File: src/rtl/dft_result_reader.sv
// dft_result_reader
// Streams the N result bins of a finished DFT out of the result RAM.
// A calc_end pulse in IDLE latches N = sample_num. The block then reads bins
// 0..N-1 from the RAM, which has one cycle of read latency. It presents each
// bin on a valid/ready stream, pulses done once the last bin has been
// accepted, and returns to IDLE.
//
// Ports
//   clk, rst        : single rising-edge clock, synchronous active-high reset
//   ce              : clock enable; all state and outputs hold while low
//   sample_num      : number of bins N, sampled on the accepted calc_end
//   calc_end        : start pulse (ignored while busy)
//   rd_en, rd_addr  : result RAM read request
//   rd_re, rd_im    : RAM read data, valid one ce-cycle after rd_en
//   out_valid/ready : output stream handshake
//   out_re, out_im  : bin result
//   out_index       : bin number k
//   out_last        : high with bin N-1
//   busy            : high from accepted start until the done cycle inclusive
//   done            : one ce-cycle pulse after the last bin is accepted
module dft_result_reader #(
  parameter int DATA_W = 32,
  parameter int ADDR_W = 12
) (
  input  logic              clk,
  input  logic              rst,
  input  logic              ce,
  input  logic [ADDR_W-1:0] sample_num,
  input  logic              calc_end,
  output logic              rd_en,
  output logic [ADDR_W-1:0] rd_addr,
  input  logic [DATA_W-1:0] rd_re,
  input  logic [DATA_W-1:0] rd_im,
  output logic              out_valid,
  input  logic              out_ready,
  output logic [DATA_W-1:0] out_re,
  output logic [DATA_W-1:0] out_im,
  output logic [ADDR_W-1:0] out_index,
  output logic              out_last,
  output logic              busy,
  output logic              done
);

  typedef enum logic [1:0] {
    S_IDLE   = 2'd0,
    S_READ   = 2'd1,
    S_DRAIN  = 2'd2,
    S_FINISH = 2'd3
  } state_t;

  state_t            state_r;
  state_t            state_s;
  logic [ADDR_W-1:0] n_r;
  logic [ADDR_W-1:0] rd_cnt_r;
  logic              busy_r;
  logic              done_r;

  // Tag of the read currently travelling through the RAM (one-cycle latency).
  logic              inflight_r;
  logic [ADDR_W-1:0] inflight_idx_r;
  logic              inflight_last_r;

  // Two-entry FIFO: the head entry drives the outputs directly, and the skid
  // entry catches a returning word while the head is stalled.
  logic [1:0]        cnt_r;
  logic [DATA_W-1:0] head_re_r;
  logic [DATA_W-1:0] head_im_r;
  logic [ADDR_W-1:0] head_idx_r;
  logic              head_last_r;
  logic [DATA_W-1:0] skid_re_r;
  logic [DATA_W-1:0] skid_im_r;
  logic [ADDR_W-1:0] skid_idx_r;
  logic              skid_last_r;

  logic              pop_s;
  logic              push_s;
  logic [1:0]        occ_s;
  logic              issue_s;
  logic              issue_last_s;

  assign out_valid = (cnt_r != 2'd0);
  assign out_re    = head_re_r;
  assign out_im    = head_im_r;
  assign out_index = head_idx_r;
  assign out_last  = head_last_r;
  assign busy      = busy_r;
  assign done      = done_r;
  assign rd_en     = issue_s;
  assign rd_addr   = rd_cnt_r;

  // Read issue decision and next-state logic.
  always_comb begin
    pop_s        = 1'b0;
    push_s       = 1'b0;
    occ_s        = 2'd0;
    issue_s      = 1'b0;
    issue_last_s = 1'b0;
    state_s      = state_r;

    pop_s  = out_valid & out_ready;
    push_s = inflight_r;
    // Occupancy counts the head as free when it leaves this cycle. This is
    // what allows one read per cycle with only two entries of storage.
    occ_s        = cnt_r - {1'b0, pop_s} + {1'b0, inflight_r};
    issue_last_s = (rd_cnt_r == (n_r - {{(ADDR_W-1){1'b0}}, 1'b1}));

    if ((state_r == S_READ) && (rd_cnt_r != n_r) && (occ_s < 2'd2)) begin
      issue_s = 1'b1;
    end else begin
      issue_s = 1'b0;
    end

    case (state_r)
      S_IDLE: begin
        if (calc_end) begin
          if (sample_num == {ADDR_W{1'b0}}) begin
            state_s = S_FINISH;
          end else begin
            state_s = S_READ;
          end
        end else begin
          state_s = S_IDLE;
        end
      end
      S_READ: begin
        if (issue_s && issue_last_s) begin
          state_s = S_DRAIN;
        end else begin
          state_s = S_READ;
        end
      end
      S_DRAIN: begin
        if (pop_s && head_last_r) begin
          state_s = S_FINISH;
        end else begin
          state_s = S_DRAIN;
        end
      end
      S_FINISH: begin
        state_s = S_IDLE;
      end
      default: begin
        state_s = S_IDLE;
      end
    endcase
  end

  // Control state, bin counters and the in-flight read tag.
  always_ff @(posedge clk) begin
    if (rst) begin
      state_r         <= S_IDLE;
      n_r             <= {ADDR_W{1'b0}};
      rd_cnt_r        <= {ADDR_W{1'b0}};
      busy_r          <= 1'b0;
      done_r          <= 1'b0;
      inflight_r      <= 1'b0;
      inflight_idx_r  <= {ADDR_W{1'b0}};
      inflight_last_r <= 1'b0;
    end else if (ce) begin
      state_r <= state_s;
      busy_r  <= (state_s != S_IDLE);
      done_r  <= (state_s == S_FINISH);
      if ((state_r == S_IDLE) && calc_end) begin
        n_r      <= sample_num;
        rd_cnt_r <= {ADDR_W{1'b0}};
      end else if (issue_s) begin
        rd_cnt_r <= rd_cnt_r + {{(ADDR_W-1){1'b0}}, 1'b1};
      end
      inflight_r      <= issue_s;
      inflight_idx_r  <= rd_cnt_r;
      inflight_last_r <= issue_last_s;
    end
  end

  // Skid FIFO: push the returning RAM word, pop on an accepted transfer.
  always_ff @(posedge clk) begin
    if (rst) begin
      cnt_r       <= 2'd0;
      head_re_r   <= {DATA_W{1'b0}};
      head_im_r   <= {DATA_W{1'b0}};
      head_idx_r  <= {ADDR_W{1'b0}};
      head_last_r <= 1'b0;
      skid_re_r   <= {DATA_W{1'b0}};
      skid_im_r   <= {DATA_W{1'b0}};
      skid_idx_r  <= {ADDR_W{1'b0}};
      skid_last_r <= 1'b0;
    end else if (ce) begin
      case ({push_s, pop_s})
        2'b10: begin
          if (cnt_r == 2'd0) begin
            head_re_r   <= rd_re;
            head_im_r   <= rd_im;
            head_idx_r  <= inflight_idx_r;
            head_last_r <= inflight_last_r;
          end else begin
            skid_re_r   <= rd_re;
            skid_im_r   <= rd_im;
            skid_idx_r  <= inflight_idx_r;
            skid_last_r <= inflight_last_r;
          end
          cnt_r <= cnt_r + 2'd1;
        end
        2'b01: begin
          if (cnt_r == 2'd2) begin
            head_re_r   <= skid_re_r;
            head_im_r   <= skid_im_r;
            head_idx_r  <= skid_idx_r;
            head_last_r <= skid_last_r;
          end else begin
            // FIFO becomes empty; do not leave a stale last flag behind.
            head_last_r <= 1'b0;
          end
          cnt_r <= cnt_r - 2'd1;
        end
        2'b11: begin
          if (cnt_r == 2'd2) begin
            head_re_r   <= skid_re_r;
            head_im_r   <= skid_im_r;
            head_idx_r  <= skid_idx_r;
            head_last_r <= skid_last_r;
            skid_re_r   <= rd_re;
            skid_im_r   <= rd_im;
            skid_idx_r  <= inflight_idx_r;
            skid_last_r <= inflight_last_r;
          end else begin
            head_re_r   <= rd_re;
            head_im_r   <= rd_im;
            head_idx_r  <= inflight_idx_r;
            head_last_r <= inflight_last_r;
          end
        end
        default: begin
          cnt_r <= cnt_r;
        end
      endcase
    end
  end

endmodule

File: config.mk
export PLATFORM = sky130hd
export DESIGN_NAME = dft_result_reader
export DESIGN_NICKNAME = d
export VERILOG_FILES = /design/src/rtl/dft_result_reader.sv
export SDC_FILE = /design/constraint.sdc
export NUM_CORES = 1
export LEC_CHECK = 0
export BUFFER_PORTS_ARGS = -buffer_cell sky130_fd_sc_hd__buf_2
export CORE_MARGIN = 4
export CORE_UTILIZATION = 40
export DETAILED_ROUTE_END_ITERATION = 8
export SETUP_SLACK_MARGIN = 0.15
export SKIP_CTS_REPAIR_TIMING = 1
export SLEW_MARGIN = 30
export SYNTH_ARGS = -nofsm -noshare
export SYNTH_HDL_FRONTEND = slang
export SYNTH_SLANG_ARGS = --single-unit
File: constraint.sdc
create_clock -name clk -period 5.8 [get_ports clk]
set_clock_uncertainty 0.1 [all_clocks]
set_input_delay 0.58 -clock clk [delete_from_list [all_inputs] [get_ports clk]]
set_output_delay 0.58 -clock clk [all_outputs]
set_load 0.02 [all_outputs]
Yosys cells after proc, flatten, opt, wreduce, memory -nomap -nowiden
Cells that the tools add are included.
W data, S select, Z words.
{"block": "word_totals", "reg_bits": 198, "inputBits": 81, "output_inout_bits": 93, "word_cells": 96}
{"block": "classes", "n_addsub": 6, "n_lt_le_gt_ge": 1, "n_eq_ne": 14, "mux": 37, "bitwise": 1, "n_reduce_logical": 20}
{"op": "$mux W32", "n": 10}
{"op": "$pmux W32 S3", "n": 2}
{"op": "$pmux W32 S2", "n": 2}
{"op": "$mux W12", "n": 7}
{"op": "$pmux W12 S3", "n": 1}
{"op": "$pmux W12 S2", "n": 1}
{"op": "$add A12 B1 Y12 const B", "n": 1}
{"op": "$eq A12 B12 Y1", "n": 1}
{"op": "$eq A2 B2 Y1 const B", "n": 6}
{"op": "$logic_not A12 Y1", "n": 1}
{"op": "$ne A12 B12 Y1", "n": 1}
{"op": "$sub A12 B1 Y12 const B", "n": 1}
{"op": "$reduce_bool A2 Y1", "n": 5}
{"op": "$ne A2 B2 Y1 const B", "n": 4}
{"op": "$pmux W2 S4", "n": 1}
{"op": "$reduce_and A4 Y1", "n": 2}
{"op": "$mux W1", "n": 7}
{"op": "$mux W2", "n": 3}
{"op": "$reduce_and A2 Y1", "n": 3}
{"op": "$logic_and A1 B1 Y1", "n": 5}
{"op": "$eq A2 B1 Y1 const B", "n": 2}
{"op": "$logic_not A2 Y1", "n": 2}
{"op": "$pmux W2 S2", "n": 1}
{"op": "$pmux W1 S3", "n": 1}
{"op": "9 further kinds", "n": 9}

Depth between registers and ports, before layout
{"block": "depth", "depth_word": 11, "mapped_depth": 13, "ltp_nobuf": 10}

Worst setup path before layout
Ideal clock, no wire load.
{"block": "synth_path", "kind": "register to output", "startpoint": "register cnt_r[0]", "endpoint": "output rd_en", "t_arrival_ps": 2439, "required_time_ps": 5120, "slack_ps": 2681, "stages_incl_launch_ff": 11, "path_buffers": 2, "cell_sequence": "dfxtp_1 -> or2_1 -> clkbuf_1 -> nand2_1 -> inv_1 -> ha_1 -> nor2b_1 -> xnor2_1 -> or3_1 -> clkbuf_1 -> nor2_1"}
{"block": "synth_between", "elab_chain_cells": 7}
{"item": "from (decl)", "line_no": "65", "source": "logic [1:0] cnt_r;"}
{"item": "from (signal assigned)", "line_no": "201", "source": "cnt_r <= cnt_r + 2'd1;"}
{"item": "from (signal assigned)", "line_no": "213", "source": "cnt_r <= cnt_r - 2'd1;"}
{"item": "from (signal assigned)", "line_no": "233", "source": "cnt_r <= cnt_r;"}
{"item": "$reduce_bool A2 Y1", "line_no": "81", "source": "assign out_valid = (cnt_r != 2'd0);"}
{"item": "net out_valid", "line_no": "34", "source": "output logic out_valid,"}
{"item": "$and A1 B1 Y1", "line_no": "100", "source": "pop_s = out_valid & out_ready;"}
{"item": "$sub A2 B1 Y2", "line_no": "104", "source": "occ_s = cnt_r - {1'b0, pop_s} + {1'b0, inflight_r};"}
{"item": "$add A2 B1 Y2", "line_no": "104"}
{"item": "$lt A2 B2 Y1", "line_no": "107", "source": "if ((state_r == S_READ) && (rd_cnt_r != n_r) && (occ_s < 2'd2)) begin"}
{"item": "$logic_and A1 B1 Y1", "line_no": "107"}
{"item": "$mux W1", "line_no": "107"}
{"item": "to (decl)", "line_no": "30", "source": "output logic rd_en,"}
The timed path passes the listed nets, and every way through them passes these cells.

Worst setup path in the final report
{"block": "layout_path", "startpoint": "register cnt_r[1]", "endpoint": "output rd_en"}
{"block": "layout_between", "elab_chain_cells": 7}
{"item": "$reduce_bool A2 Y1", "line_no": "81"}
{"item": "$and A1 B1 Y1", "line_no": "100"}
{"item": "$sub A2 B1 Y2 *", "line_no": "104"}
{"item": "$add A2 B1 Y2 *", "line_no": "104"}
{"item": "$lt A2 B2 Y1 *", "line_no": "107"}
{"item": "$logic_and A1 B1 Y1 *", "line_no": "107"}
{"item": "$mux W1 *", "line_no": "107"}
Mark *: on every way between the ends. The rest lies on a longest branch, timed or not.

==> reports/results.tsv <==
stage	metric	value	unit
timing	rsz0062_at_grt	false	
synthesis	synth_top_area_share	48.0	%
setup_path	crit_type	register to output pin	
pwr	leakagePower	3.66	nW
synthesis	ys_ff_latch	198	
grt	grt_util_all_layers	18.1	%
cells_and_area	drive_above_1_share	20.1	%
pwr	clock_power_share	40.7	%
setup_path	critPathLaunchType	register	
floorplanning	row_count	52	
pwr	finalPower	3.04	mW
clock_network	clkTransAtPathRegs	80	ps
setup_path	path_buf_inv	2	
synthesis	yosys_warnings	0	
pwr	power.internal	2.21	mW
timing	tightest_slew	915	ps
clock_network	clock-root-buffer	clkbuf_16	
clock_network	cts_buffers	17	
grt	grt_overflow_total	0	
setup_path	cpPeakStageDelay	530	ps
clock_network	clk_latency	430	ps
floorplanning	initial_core_util	40.8	%
floorplanning	core_area	20200	um2
outcome	status	finished clean	
pwr	switchingPower	833	uW
place	gp_congestion	0.835	
synthesis	synth_cell_types	51	
routing	viasPerCell	5.20	
routing	drc_errors	0	
pwr	ir_drop	0.186	mV
synthesis	ys.flop_type	dfxtp_1	
setup_path	end_kind	output pin	
floorplanning	die_area	23000	um2
synthesis	syn-num-nets	1078	
setup_path	cp.arrival	2940	ps
floorplanning	die_x	152	um
min_path	min_path_type	input port to register	
cells_and_area	mostFrequentLayoutCell	dfxtp_1	
timing	clock.fmax	0.276	GHz
clock_network	cts.sinks	198	
place	hpwlAfterDp	13200	um
routing	drt-initial-drc-count	458	
routing	routed_wl	21200	um
synthesis	synthCells	990	
synthesis	synth.avg_cell_area	8.34	um2
routing	post_drt_wl_per_cell	15.3	um
pwr	switching_share	27.4	%
clock_network	ctsHtreeMaxLevel	4	
routing	ant_nets	0	
setup_path	critPathTopFamily	simple AND/OR/NAND/NOR gates	
pwr	p_comb_share	12.1	%
timing	tns	0	ps
timing	slew_viol_final	0	
floorplanning	die_height	152	um
cells_and_area	nNetsFinal	1188	
synthesis	syn_area	8250	um2
grt	grt_first_pass_wirelength	33700	um
grt	first_global_vias	6498	
floorplanning	ios	174	
grt	grt_max_degree	153	
timing	fin_crit_sh	62.5	%
timing	setup_viol	0	
setup_path	crit_top_cell	xnor2_1	
setup_path	path_cells	or2_1 > nand2_1 > inv_1 > ha_1 > xnor2_1 > xnor2_1 > or3_1 > nor2_1 > buf_2	
clock_network	tritoncts	yes	
pwr	powerDensity	309	nW/um2
cells_and_area	diodes	0	
timing	finalHoldViolCount	0	
timing	slew_headroom	39.0	%
synthesis	ys_seq_area_share	48.0	%
cells_and_area	layout_common_cells	dfxtp_1 (198), nand2_1 (192), buf_2 (172)	
synthesis	synth_top_area_cell	dfxtp_1	
setup_path	crit_required	5120	ps
setup_path	cp_max_fo	13	
pwr	sequentialPowerShare	47.2	%
cells_and_area	fillers	2026	
synthesis	synth-edff-count	0	
cells_and_area	syn_to_final_growth	19.3	%
synthesis	synth.area.top_cells	dfxtp_1 (48%), nand2_1 (8.7%), a211oi_1 (7.1%), a22oi_1 (6.9%), a21oi_1 (5.8%)	
routing	num_vias	7189	
timing	period_minus_slack	3620	ps
grt	antenna_found_initial	0	
clock_network	clock_path_buffers	2	
setup_path	cp_slowest_cell	or3_1	
routing	firstDrtPassIters	5	
job	max_cap_viol_count	0	
synthesis	synthArstFlopShare	0	%
place	port_buffers	173	
## sequential cells by signal (all words and copies together) (netlist names), 2 cells and up
signal and count:
skid_idx_r 12, skid_im_r 32, inflight_idx_r 12, cnt_r 2, n_r 12, out_re 32
state_r 2, skid_re_r 32, out_im 32, out_index 12, rd_addr 12
## layer usage
metal | share of wire (%) | GRT usage, %
met4 | 1.2 | 5.08
met2 | 45 | 27.5
met5 | 0 | 0
met1 | 49 | 26.5
met3 | 5.1 | 2.97
## stage by stage
step | util (%) | instances | hold WS (ps) | setup WS, ps | instance area [um2]
after floorplan | - | 990 | 336 | 2680 | 8250
after global placement | 45.6 | 1351 | 341 | 2600 | 9220
after detailed placement | 45.6 | 1351 | 346 | 2520 | 9220
after CTS | 48.7 | 1383 | 275 | 2170 | 9840
after global routing | 48.7 | 1383 | 283 | 1970 | 9840
final | 48.7 | 1383 | 299 | 2180 | 9840
## synthesized netlist by cell type (2+ instances only)
cell,count
xor2_1,6
nand2_1,192
clkbuf_1,73
dfxtp_1,198
buf_1,12
nand4_1,5
xnor2_1,27
and4_1,2
nand3_1,9
ha_1,7
nor3b_1,3
a31oi_1,2
a21oi_1,96
nand3b_1,4
nor4_1,8
o22ai_1,2
o211ai_1,2
o21ai_0,3
nand2b_1,2
a211oi_1,78
nor3_1,18
inv_1,12
nor2_1,104
a22oi_1,76
nor4b_1,5
mux2i_1,14
buf_2,3
nor2b_1,3
nor3_2,2
## layout make-up
class	instances	area, um2	share of cell area (%)
Clock buffer	18	439	4.46
Clock inverter	14	185	1.88
Multi-Input combinational cell	691	3940	40.0
Tap cell	270	338	3.43
Timing Repair Buffer	180	937	9.52
Sequential cell	198	3960	40.3
Inverter	12	45.0	0.458
## power groups by stage
stage | registers [mW] | logic [mW] | clock network [mW]
after floorplan | 1.51 | 0.209 | 0
after global placement | 1.47 | 0.371 | 0
after detailed placement | 1.47 | 0.370 | 0
after CTS | 1.44 | 0.371 | 1.27
after global routing | 1.44 | 0.410 | 1.34
final | 1.44 | 0.369 | 1.24
## worst min-delay path, cell delays in order
cell and delay [ps]:
buf_2 100, nand2_1 50, a21oi_1 50
## path summary, 6_finish.rpt
| check | cells past startpoint | start | slack, ps | endpoint |
|---|---|---|---|---|
| max | 9 | cnt_r[1] | 2180 | rd_en |
| min | 3 | sample_num[11] | 300 | n_r[11] |
| max reg2reg | 8 | cnt_r[0] | 2470 | out_re[23] |
| min reg2reg | 2 | skid_im_r[8] | 360 | skid_im_r[8] |
## logic make-up after synthesis
logic type,synth area share (%)
DFF,48.0
and+or+nand+nor,19.0
muxes,1.70
adders and majority gates,1.06
buffers and inverters,4.73
xor gates and xnor gates,3.70
AOI/OAI and AO/OA,21.8
No activity file was read; power rests on OpenSTA's default activity.
